## src/rtl/wb_boot_copier.sv

```systemverilog
// Wishbone pipelined bus master that copies len 32-bit words from src to dst.
// Define WB_BOOT_COPIER_VERIFY_EN to read every written word back and compare it.
module wb_boot_copier #(
    parameter int AW      = 32,
    parameter int DW      = 32,
    parameter int LW      = 16,
    parameter int TIMEOUT = 255
) (
    input  logic            wb_clk_i,
    input  logic            wb_rst_i,
    input  logic            start_i,
    input  logic [AW-1:0]   src_i,
    input  logic [AW-1:0]   dst_i,
    input  logic [LW-1:0]   len_i,
    output logic            busy_o,
    output logic            done_o,
    output logic            err_o,
    output logic [AW-1:0]   err_addr_o,
    output logic [AW-1:0]   wb_adr_o,
    output logic [DW-1:0]   wb_dat_o,
    output logic [DW/8-1:0] wb_sel_o,
    output logic            wb_cyc_o,
    output logic            wb_stb_o,
    output logic            wb_we_o,
    input  logic [DW-1:0]   wb_dat_i,
    input  logic            wb_stall_i,
    input  logic            wb_ack_i,
    input  logic            wb_err_i
);

    localparam int WDW = (TIMEOUT > 32'sd1) ? $clog2(TIMEOUT) : 1;
    localparam bit WD_EN = (TIMEOUT > 32'sd0);
    localparam logic [WDW-1:0] WD_LAST = WDW'((TIMEOUT > 32'sd0) ? TIMEOUT - 32'sd1 : 32'sd0);
    localparam logic [AW-1:0] WORD_STEP = AW'(32'd4);

`ifdef WB_BOOT_COPIER_VERIFY_EN
    typedef enum logic [3:0] {
        ST_IDLE    = 4'd0,
        ST_RD_REQ  = 4'd1,
        ST_RD_WAIT = 4'd2,
        ST_WR_REQ  = 4'd3,
        ST_WR_WAIT = 4'd4,
        ST_VF_REQ  = 4'd5,
        ST_VF_WAIT = 4'd6,
        ST_DONE    = 4'd7,
        ST_ERR     = 4'd8
    } state_t;
`else
    typedef enum logic [3:0] {
        ST_IDLE    = 4'd0,
        ST_RD_REQ  = 4'd1,
        ST_RD_WAIT = 4'd2,
        ST_WR_REQ  = 4'd3,
        ST_WR_WAIT = 4'd4,
        ST_DONE    = 4'd7,
        ST_ERR     = 4'd8
    } state_t;
`endif

    state_t          state_r;
    logic [AW-1:0]   src_r;
    logic [AW-1:0]   dst_r;
    logic [LW-1:0]   rem_r;
    logic [DW-1:0]   data_r;
    logic [WDW-1:0]  wd_cnt_r;

    logic            in_req_s;
    logic            in_wait_s;
    logic            last_wait_s;
    logic            timeout_s;
    logic            abort_s;
    logic            word_done_s;

    assign wb_sel_o = {(DW/8){1'b1}};
    assign wb_dat_o = data_r;

    // Classify the current state and decide abort / word completion for this cycle.
    always_comb begin
        in_req_s    = 1'b0;
        in_wait_s   = 1'b0;
        last_wait_s = 1'b0;
        case (state_r)
            ST_RD_REQ, ST_WR_REQ: in_req_s = 1'b1;
            ST_RD_WAIT:           in_wait_s = 1'b1;
`ifdef WB_BOOT_COPIER_VERIFY_EN
            ST_WR_WAIT:           in_wait_s = 1'b1;
            ST_VF_REQ:            in_req_s = 1'b1;
            ST_VF_WAIT: begin
                in_wait_s   = 1'b1;
                last_wait_s = 1'b1;
            end
`else
            ST_WR_WAIT: begin
                in_wait_s   = 1'b1;
                last_wait_s = 1'b1;
            end
`endif
            default: begin
                in_req_s    = 1'b0;
                in_wait_s   = 1'b0;
                last_wait_s = 1'b0;
            end
        endcase
        timeout_s = WD_EN && (wd_cnt_r == WD_LAST);
        abort_s   = (in_wait_s && wb_err_i) || ((in_req_s || in_wait_s) && timeout_s);
`ifdef WB_BOOT_COPIER_VERIFY_EN
        if ((state_r == ST_VF_WAIT) && wb_ack_i && (wb_dat_i != data_r)) begin
            abort_s = 1'b1;
        end else begin
            abort_s = abort_s;
        end
`endif
        word_done_s = last_wait_s && wb_ack_i;
    end

    // Copy sequencer: bus handshake, address/count bookkeeping and status outputs.
    always_ff @(posedge wb_clk_i) begin
        if (wb_rst_i) begin
            state_r    <= ST_IDLE;
            src_r      <= '0;
            dst_r      <= '0;
            rem_r      <= '0;
            data_r     <= '0;
            wd_cnt_r   <= '0;
            busy_o     <= 1'b0;
            done_o     <= 1'b0;
            err_o      <= 1'b0;
            err_addr_o <= '0;
            wb_adr_o   <= '0;
            wb_cyc_o   <= 1'b0;
            wb_stb_o   <= 1'b0;
            wb_we_o    <= 1'b0;
        end else if (abort_s) begin
            // wb_adr_o still holds the address of the transaction in flight
            state_r    <= ST_ERR;
            err_o      <= 1'b1;
            err_addr_o <= wb_adr_o;
            busy_o     <= 1'b0;
            wb_cyc_o   <= 1'b0;
            wb_stb_o   <= 1'b0;
            wb_we_o    <= 1'b0;
        end else if (word_done_s) begin
            src_r    <= src_r + WORD_STEP;
            dst_r    <= dst_r + WORD_STEP;
            rem_r    <= rem_r - LW'(1'b1);
            wd_cnt_r <= '0;
            if (rem_r == LW'(1'b1)) begin
                state_r  <= ST_DONE;
                done_o   <= 1'b1;
                busy_o   <= 1'b0;
                wb_cyc_o <= 1'b0;
                wb_stb_o <= 1'b0;
                wb_we_o  <= 1'b0;
            end else begin
                state_r  <= ST_RD_REQ;
                wb_stb_o <= 1'b1;
                wb_we_o  <= 1'b0;
                wb_adr_o <= src_r + WORD_STEP;
            end
        end else begin
            case (state_r)
                ST_IDLE, ST_DONE, ST_ERR: begin
                    if (start_i) begin
                        src_r      <= src_i;
                        dst_r      <= dst_i;
                        rem_r      <= len_i;
                        wd_cnt_r   <= '0;
                        done_o     <= 1'b0;
                        err_o      <= 1'b0;
                        err_addr_o <= '0;
                        if (len_i == '0) begin
                            state_r <= ST_DONE;
                            done_o  <= 1'b1;
                        end else begin
                            state_r  <= ST_RD_REQ;
                            busy_o   <= 1'b1;
                            wb_cyc_o <= 1'b1;
                            wb_stb_o <= 1'b1;
                            wb_we_o  <= 1'b0;
                            wb_adr_o <= src_i;
                        end
                    end
                end
                ST_RD_REQ: begin
                    wd_cnt_r <= wd_cnt_r + WDW'(1'b1);
                    if (!wb_stall_i) begin
                        state_r  <= ST_RD_WAIT;
                        wb_stb_o <= 1'b0;
                    end
                end
                ST_RD_WAIT: begin
                    if (wb_ack_i) begin
                        state_r  <= ST_WR_REQ;
                        data_r   <= wb_dat_i;
                        wb_stb_o <= 1'b1;
                        wb_we_o  <= 1'b1;
                        wb_adr_o <= dst_r;
                        wd_cnt_r <= '0;
                    end else begin
                        wd_cnt_r <= wd_cnt_r + WDW'(1'b1);
                    end
                end
                ST_WR_REQ: begin
                    wd_cnt_r <= wd_cnt_r + WDW'(1'b1);
                    if (!wb_stall_i) begin
                        state_r  <= ST_WR_WAIT;
                        wb_stb_o <= 1'b0;
                    end
                end
`ifdef WB_BOOT_COPIER_VERIFY_EN
                ST_WR_WAIT: begin
                    if (wb_ack_i) begin
                        state_r  <= ST_VF_REQ;
                        wb_stb_o <= 1'b1;
                        wb_we_o  <= 1'b0;
                        wb_adr_o <= dst_r;
                        wd_cnt_r <= '0;
                    end else begin
                        wd_cnt_r <= wd_cnt_r + WDW'(1'b1);
                    end
                end
                ST_VF_REQ: begin
                    wd_cnt_r <= wd_cnt_r + WDW'(1'b1);
                    if (!wb_stall_i) begin
                        state_r  <= ST_VF_WAIT;
                        wb_stb_o <= 1'b0;
                    end
                end
                ST_VF_WAIT: begin
                    wd_cnt_r <= wd_cnt_r + WDW'(1'b1);
                end
`else
                ST_WR_WAIT: begin
                    wd_cnt_r <= wd_cnt_r + WDW'(1'b1);
                end
`endif
                default: begin
                    state_r  <= ST_IDLE;
                    busy_o   <= 1'b0;
                    wb_cyc_o <= 1'b0;
                    wb_stb_o <= 1'b0;
                    wb_we_o  <= 1'b0;
                end
            endcase
        end
    end

endmodule

```

## config.mk

```make
export PLATFORM = sky130hd
export DESIGN_NAME = wb_boot_copier
export DESIGN_NICKNAME = d
export VERILOG_FILES = /design/src/rtl/wb_boot_copier.sv
export SDC_FILE = /design/constraint.sdc
export NUM_CORES = 1
export LEC_CHECK = 0
export ABC_AREA = 1
export ABC_CLOCK_PERIOD_IN_PS = 3900
export BUFFER_PORTS_ARGS = -buffer_cell sky130_fd_sc_hd__buf_2
export CORE_UTILIZATION = 50
export CTS_BUF_LIST = sky130_fd_sc_hd__clkbuf_8
export DETAILED_ROUTE_END_ITERATION = 10
export GPL_ROUTABILITY_DRIVEN = 1
export GPL_TIMING_DRIVEN = 0
export PLACE_DENSITY_LB_ADDON = 0.12
export SYNTH_ARGS = -nofsm -noshare
export SYNTH_HDL_FRONTEND = slang
export SYNTH_SLANG_ARGS = --single-unit
```

## constraint.sdc

```tcl
create_clock -name wb_clk_i -period 3.9 [get_ports wb_clk_i]
set_input_delay 0.78 -clock wb_clk_i [delete_from_list [all_inputs] [get_ports wb_clk_i]]
set_output_delay 0.78 -clock wb_clk_i [all_outputs]
set_load 0.01 [all_outputs]
```

Word-level counts from Yosys, hierarchy flattened
Index checks and enable logic that the tools add are counted.
Cells by class
  add/sub/neg operators: 4
  equal/unequal tests: 27
  mux-type cells: 57
  bitwise logic cells: 3
  reduce and logical (&&, ||, !) cells: 31
Operator list (count)
  two-way mux 32 bit: 15
  adder 32 x 3 -> 32 bit, second input constant: 2
  case mux 32 bit (2 select lines): 1
  two-way mux 16 bit: 3
  two-way mux 4 bit: 6
  two-way mux 8 bit: 3
  case mux 8 bit (3 select lines): 1
  two-way mux 1 bit: 22
  case mux 4 bit (5 select lines): 1
  != test 3 bit, second input constant: 6
  equality test 16 x 1 -> 1 bit, second input constant: 1
  zero test 16 bit: 1
  != test 4 bit, second input constant: 4
  AND reduction 4 bit: 4
  subtractor 16 x 1 -> 16 bit, second input constant: 1
  AND reduction 5 bit: 3
  != test 2 bit, second input constant: 6
  AND reduction 3 bit: 3
  OR reduction 3 bit: 3
  adder 8 x 1 -> 8 bit, second input constant: 1
  equality test 4 x 2 -> 1 bit, second input constant: 2
  equality test 4 x 3 -> 1 bit, second input constant: 2
  equality test 8 bit, second input constant: 1
  nonzero test 2 bit: 4
  other kinds (17): 26
Word-level totals
  bits in registers: 193
  input port bits: 118
  output and inout bits: 106
  logic and storage cells: 136

Longest topological paths before layout
Gate-level depths: netlist of run 1.
  depth after elaboration: 8
  gate-level depth with buffers: 14
  gate-level depth less buffers: 13

Least setup slack after synthesis of run 1
OpenSTA, ideal clock, no wires.
  path type: input -> register
  start: in wb_ack_i
  end: reg wb_adr_o[26]
  setup time: 0.111 ns
  arrival time: 1.757 ns
  data required time: 3.789 ns
  path slack: 2.031 ns
  stages on the path: 10
  buffers on the path: 2
  cells stage by stage: nand3_4 inv_2 buf_4 nand3_1 nand2_1 nor2_4 buf_4 nand3_1 nor2_1 nor2_1
On the way
  word-level cells in the longest chain between the ends: 3
  elaborated cells on any way between the ends: 8
  classes of those cells: 4 x eq/ne; 1 x mux; 3 x reduce/logical
Ends and longest elaborated chain
  start, declared: line 27  | input logic wb_ack_i,
  logical AND 1 bit: line 113  | word_done_s = last_wait_s && wb_ack_i;
  != test 3 bit (no line) (tied with other cells)
  AND reduction 6 bit (no line)
  end signal, assigned: line 158  | wb_adr_o <= src_r + WORD_STEP;
  end signal, assigned: line 180  | wb_adr_o <= src_i;
  end signal, assigned: line 197  | wb_adr_o <= dst_r;
  end, declared: line 19  | output logic [AW-1:0] wb_adr_o,
Several ways; a longest one is shown, not always the timed one.
A chain may end at the register's enable or synchronous reset.

==> impl_metrics.ini, run 1 <==
[clocking]
htree_levels = 4
clkTransAtPathRegs_ps = 120
cts_buffers = 17
post_cts_buffers = 0
hold_buffers = 0
clk_latency_ps = 510
clock_path_buffers = 2
cts_sinks = 193
cts_tree = done
ctsResizeCount = 0
cts_root_buffer = clkbuf_8

[power]
cellLeakagePower_nw = 6.00
peakVddDrop_v = 0.000334
p_per_area_mw_per_mm2 = 699

[outcome]
status = completed

[sta]
holdWs_ps = 464
skew_ps = 21.3
fmax_ghz = 0.428
tns_ps = 0
final.period_utilization_pct = 59.9
tightest_slew_ps = 801
timing.final.hold_violations = 0
slew_headroom_pct = 46.6
slew_violations = 0
finalSetupViolCount = 0
rsz0062_at_grt = no
finalCriticalPeriod_ps = 2340

[grt]
grt_pass1_vias = 11500
grt_usage_pct = 35.7
grt-ovfl-total = 0
grt_pass1_wl_um = 61500
grt_max_degree = 24
antenna_found_initial = 0

[critical_path]
r2r-start = state_r[0]
cp_common_cell = clkbuf_1
rrSetupSlack_ps = 1600
worstPathCellList = clkbuf_1 > inv_1 > clkbuf_1 > buf_1 > o21ai_0 > nor2_1
critPathBufInv = 4
slowest_stage = buf_1
r2r-end = wb_adr_o[13]
required_ps = 4340
setup.worst_path.end_class = flop
cp_max_fo = 10
worst_path_largest_cell_delay_ps = 680
worst_ep_arrival_time_ps = 2780
critPathTopFamily = buffers and inverters
start_kind = input pin
critPathKind = input pin to flop
r2r_cells = 9

[floorplan]
initial_utilization_pct = 51.0
die_area_mm2 = 0.0229
die_height_um = 151
coreArea_mm2 = 0.0218
pin_count = 224
rows = 54
die_w_um = 151

[synth]
postSynthCellCount = 1839
async_reset_ff_share_pct = 0
yosys_warnings = 0
yosys-top-cells-area = dfxtp_1 (35%), nand2_1 (20%), nor2_1 (8.6%)
synth-seq-area-share_pct = 34.7
synth_enable_flop_cells = 0
yosysTopAreaCell = dfxtp_1
yosysTopAreaCellShare_pct = 34.7
synth_cell_types = 39
mappedNetlistArea_mm2 = 0.0111
synth.avg_cell_area_um2 = 6.05
yosysMostFrequentCell = nand2_1
synthFlopType = dfxtp_1
ys_seq_elements = 193
yosys-top-cells-count = nand2_1 (579), nor2_1 (256), dfxtp_1 (193)

[worst_hold_path]
whs_path_depth = 2
min_to = dst_r[0]
hp-start = dst_r[0]
hp-class = flop to flop

[detailed_routing]
vias = 12900
wirelength_um = 40900
dr.first_iter.drc_count = 969
routedWlPerCell_um = 17.2
drtAntennaViolNets = 0
drc_errors = 0
first_pass_iters = 5
viasPerCell = 5.43

[run]
drv_cap = 0

[placement]
gp_congestion = 1.01
place_hpwl_um = 31600
io_buffers = 218

[cells_and_area]
diodes = 0
nNetsFinal = 2203
drive_gt1_share_pct = 16.3
fillers = 2248
area_growth_pct = 17.0
==> worst reg2reg max path: stages (launching register included) <==
cell and delay, ps:
dfxtp_1 390, nor2_2 220, nand3_4 200, inv_2 160, buf_4 200, buf_2 320
nand3_1 170, o21ai_0 280, nor2_1 170, nor2_1 140
==> report_power, final <==
group | total, mW | internal, mW | leakage, nW | switching, mW
Combinational | 4.48 | 1.46 | 4.20 | 3.02
Clock | 1.50 | 0.526 | 0.221 | 0.969
Sequential | 3.13 | 2.52 | 1.58 | 0.608
Total | 9.10 | 4.51 | 6.00 | 4.60
==> through the flow <==
stage / power, mW / cells / instance area, um2 / util, % / setup WS, ps
CTS: 9.00 / 2372 / 13000 / 59.7 / 1650
global route: 9.71 / 2372 / 13000 / 59.7 / 1490
floorplan: 6.02 / 1842 / 11100 / - / 2030
finish: 9.10 / 2372 / 13000 / 59.7 / 1560
global placement: 7.46 / 2340 / 12600 / 57.7 / 1150
detailed placement: 7.53 / 2340 / 12600 / 57.7 / 1120
==> state kept, by name, summed over array words and instances (netlist names) <==
signal      flops
wb_we_o         1
dst_r          32
wb_stb_o        1
err_o           1
wb_dat_o       32
rem_r          16
err_addr_o     32
state_r         4
wb_cyc_o        1
done_o          1
src_r          32
wd_cnt_r        8
wb_adr_o       32
==> cell type report <==
| class | instances | area [um2] | area share, % |
|---|---|---|---|
| buffer | 93 | 473 | 3.63 |
| clock buffer | 17 | 234 | 1.80 |
| clock inverter | 15 | 210 | 1.61 |
| multi-input combinational | 1383 | 6160 | 47.3 |
| timing repair buffer | 218 | 1090 | 8.37 |
| tap | 280 | 350 | 2.69 |
| inverter | 173 | 649 | 4.98 |
| sequential | 193 | 3860 | 29.7 |
==> logic make-up (layout without fill, tap and decap cells) <==
group / count (synthesis) / in the layout / synth area share [%]
simple gates: 1068 / 1068 / 39.7
compound gates: 295 / 295 / 13.9
buf+inv: 266 / 516 / 10.1
flops: 193 / 193 / 34.7
fa+ha+maj: 6 / 6 / 0.674
xor+xnor: 6 / 6 / 0.472
mux: 4 / 4 / 0.360
other cells: 1 / 4 / 0.0337
==> how the worst max path moves through the flow <==
stage                              end  slack (ps)  cells after the start  startpoint
after floorplan           wb_adr_o[26]        2030                     10    wb_ack_i
after global routing          dst_r[4]        1490                      6    wb_rst_i
after global placement        rem_r[5]        1150                      6    wb_rst_i
after CTS                     rem_r[5]        1650                      6    wb_rst_i
after detailed placement      rem_r[5]        1120                      6    wb_rst_i
final                         rem_r[5]        1560                      6    wb_rst_i
==> cells in the final DEF, fill, tap and decap left out, types with 5 or more instances in the layout <==
master / count
nand2_1: 579
nor2_1: 256
buf_2: 250
dfxtp_1: 193
nand3_1: 177
inv_1: 167
a21oi_1: 158
o21ai_0: 104
clkbuf_1: 35
o211ai_1: 18
clkbuf_8: 17
buf_4: 16
or2_2: 15
nor3_1: 11
nand4_1: 9
nor2_2: 6
inv_2: 6
buf_1: 6
ha_1: 6
nor2_4: 5
o21ai_1: 5
==> routing by layer <==
layer / share of wire (%) / vias to the layer above / track usage (%)
met5: 0 / - / 0
met4: 3.9 / 0 / 16.9
met3: 8.4 / 75 / 5.84
met2: 46 / 553 / 58.4
met1: 42 / 5914 / 45.7
li1: - / 6327 / -
No activity file was read; power rests on OpenSTA's default activity.
==> inputs of run 2 (changes only) <==
ABC_AREA = 0   (was 1)
ABC_CLOCK_PERIOD_IN_PS = 1900   (was 3900)
clock period = 1.9 ns   (was 3.9 ns; I/O delays follow)
==> run 2 against run 1 <==
  * The run now ends with setup timing left
  * First-iteration DRC count rose by 59%
  * Setup slack got worse by 1900 ps
  * Register-to-register slack lost 2000 ps
  * Sequential power up 120%
  * Count of clock-buffer cells in the layout increased by 1
  * Global-route usage grew 1.5 points
  * Area after synthesis down 8.8%
  * Utilization up 11 points
  * Sequential cell count unchanged
  * Clock power rose by 83%
  * Cell area rose by 6.9%
  * Critical path type is now flop to flop
  * Critical endpoint is now rem_r[9]
==> impl_metrics.ini, run 2 <==
[outcome]
status = finished, violations left
violations = setup timing

[cells_and_area]
area_growth_pct = 37.1
final_area_mm2 = 0.0139
layout_common_cells = buf_2 (230), nand2_1 (227), dfxtp_1 (180), a21oi_1 (154), nor2_1 (99)
final_common_cell = buf_2
fillers = 1645
drive_gt1_share_pct = 33.9
nNetsFinal = 1753

[grt]
antenna_found_initial = 1
grt_pass1_wl_um = 58300
grt_max_degree = 20
grt-ovfl-total = 0
grt_usage_pct = 37.2
grt_pass1_vias = 10400

[power]
p_per_area_mw_per_mm2 = 1660
peakVddDrop_v = 0.000895
finalPower_mw = 23.1
cellLeakagePower_nw = 5.67

[synth]
ys_seq_elements = 193
yosysTopAreaCell = dfxtp_1
synth.avg_cell_area_um2 = 7.55
synth_enable_flop_cells = 0
postSynthCellCount = 1345
synth_cell_types = 74
yosys-top-cells-area = dfxtp_1 (38%), nand2_1 (9.1%), a21oi_1 (8.3%)
mappedNetlistArea_mm2 = 0.0102
yosys-top-cells-count = nand2_1 (247), dfxtp_1 (193), a21oi_1 (168)
yosysTopAreaCellShare_pct = 38.0
yosysMostFrequentCell = nand2_1
yosys_warnings = 0
synth-seq-area-share_pct = 38.0
async_reset_ff_share_pct = 0
synthFlopType = dfxtp_1

[clocking]
cts_sinks = 193
cts_tree = done
clock_path_buffers = 2
htree_levels = 4
cts_buffers = 17
cts_root_buffer = clkbuf_8
hold_buffers = 0
clkTransAtPathRegs_ps = 120
clk_latency_ps = 510

[placement]
place_hpwl_um = 28300
io_buffers = 218
pre_cts_slack_ps = -1060
dpl_cell_area_mm2 = 0.0118
gp_congestion = 0.963

[critical_path]
worstPathCellList = buf_6 > or4b_4 > buf_6 > o221ai_4 > o211a_4 > buf_12 > buf_12 > o21ai_1 > a22oi_1 > nor2_1
critPathKind = flop to flop
start_kind = flop
worst_ep_arrival_time_ps = 2640
worst_path_largest_cell_delay_ps = 510
required_ps = 2270
setup.worst_path.end_class = flop
r2r_cells = 10
cp_max_fo = 7
cp-startpoint = state_r[0]
slowest_stage = or4b_4
r2r-start = state_r[0]

[sta]
finalSetupViolCount = 161
slew_headroom_pct = 39.2
timing.final.hold_violations = 0
finalCriticalPeriod_ps = 2270
timing.final.ws_setup_ps = -371
final.period_utilization_pct = 120
fmax_ghz = 0.440
rsz0062_at_grt = yes
skew_ps = 17.2
tightest_slew_ps = 911
holdWs_ps = 102
slew_violations = 0

[detailed_routing]
drc_errors = 0
highest_layer = met5
drtAntennaViolNets = 0
dr.first_iter.drc_count = 1543
vias = 12000
first_pass_iters = 7
viasPerCell = 6.29
wirelength_um = 41300
wl_met1_um = 15800
wl_met3_um = 4800
wl_met2_um = 18500
routedWlPerCell_um = 21.6

[run]
drv_cap = 0

[floorplan]
die_area_mm2 = 0.0209
coreArea_mm2 = 0.0197
die_height_um = 145
pin_count = 224
initial_utilization_pct = 51.5
rows = 51
die_w_um = 145

[worst_hold_path]
hp-class = input pin to flop
hp-start = wb_dat_i[21]
whs_path_depth = 3
[run 2: critical path: cells and delay by family (launching register included)]
kind	cells	cell delay (ps)
flops	1	380
simple gates	2	570
compound gates	4	610
buf+inv	4	570
[run 2: timing repair]
action,in CTS,in global routing
cloned,3,11
pin swaps,34,75
resized for setup,161,220
setup endpoints to repair,193,189
buffers inserted,30,9
endpoints found under the hold margin,0,0
[run 2: through the flow]
| step | instances | utilization, % | TNS, ps |
|---|---|---|---|
| after global placement | 1831 | 59.9 | -99240 |
| final | 1908 | 70.6 | -34850 |
| after detailed placement | 1831 | 59.9 | -103780 |
| after CTS | 1888 | 65.9 | -35310 |
| after floorplan | 1348 | - | -6580 |
| after global routing | 1907 | 70.6 | -46740 |
[run 2: final timing paths]
kind	endpoint	slack (ps)
worst min register to register	wb_dat_o[13]	460
worst max-delay path	rem_r[9]	-370
worst max register to register	rem_r[9]	-370
worst min-delay path	wb_dat_o[21]	100
[run 2: cell families after synthesis]
group	after synthesis	synth area share, %
muxes	34	3.36
and+or+nand+nor	553	25.3
other	1	0.0369
AOI/OAI and AO/OA	393	24.0
buffers and inverters	131	5.61
adders and majority gates	6	0.739
xor gates and xnor gates	34	2.93
DFF	193	38.0
[run 2: layer usage]
metal,up-vias,GRT usage (%)
li1,5392,-
met1,5572,47.3
met2,844,59.5
met3,191,7.48
met4,2,19.0
met5,-,0
[run 2: report_power, final]
| part | leakage (nW) | internal, mW | switching, mW |
|---|---|---|---|
| Combinational | 3.89 | 5.96 | 7.61 |
| Clock | 0.196 | 1.02 | 1.72 |
| Sequential | 1.58 | 5.25 | 1.55 |
[run 2: cell type report]
class | count | area (um2) | share of cell area, %
diodes | 1 | 2.50 | 0.0180
plain buffers | 109 | 978 | 7.03
clock buffers | 18 | 248 | 1.78
clock inverters | 14 | 141 | 1.02
inverters | 13 | 48.8 | 0.350
multi-input cells | 1025 | 6580 | 47.3
flip-flops and latches | 193 | 3890 | 28.0
well taps | 265 | 332 | 2.38
repair buffers | 270 | 1700 | 12.2
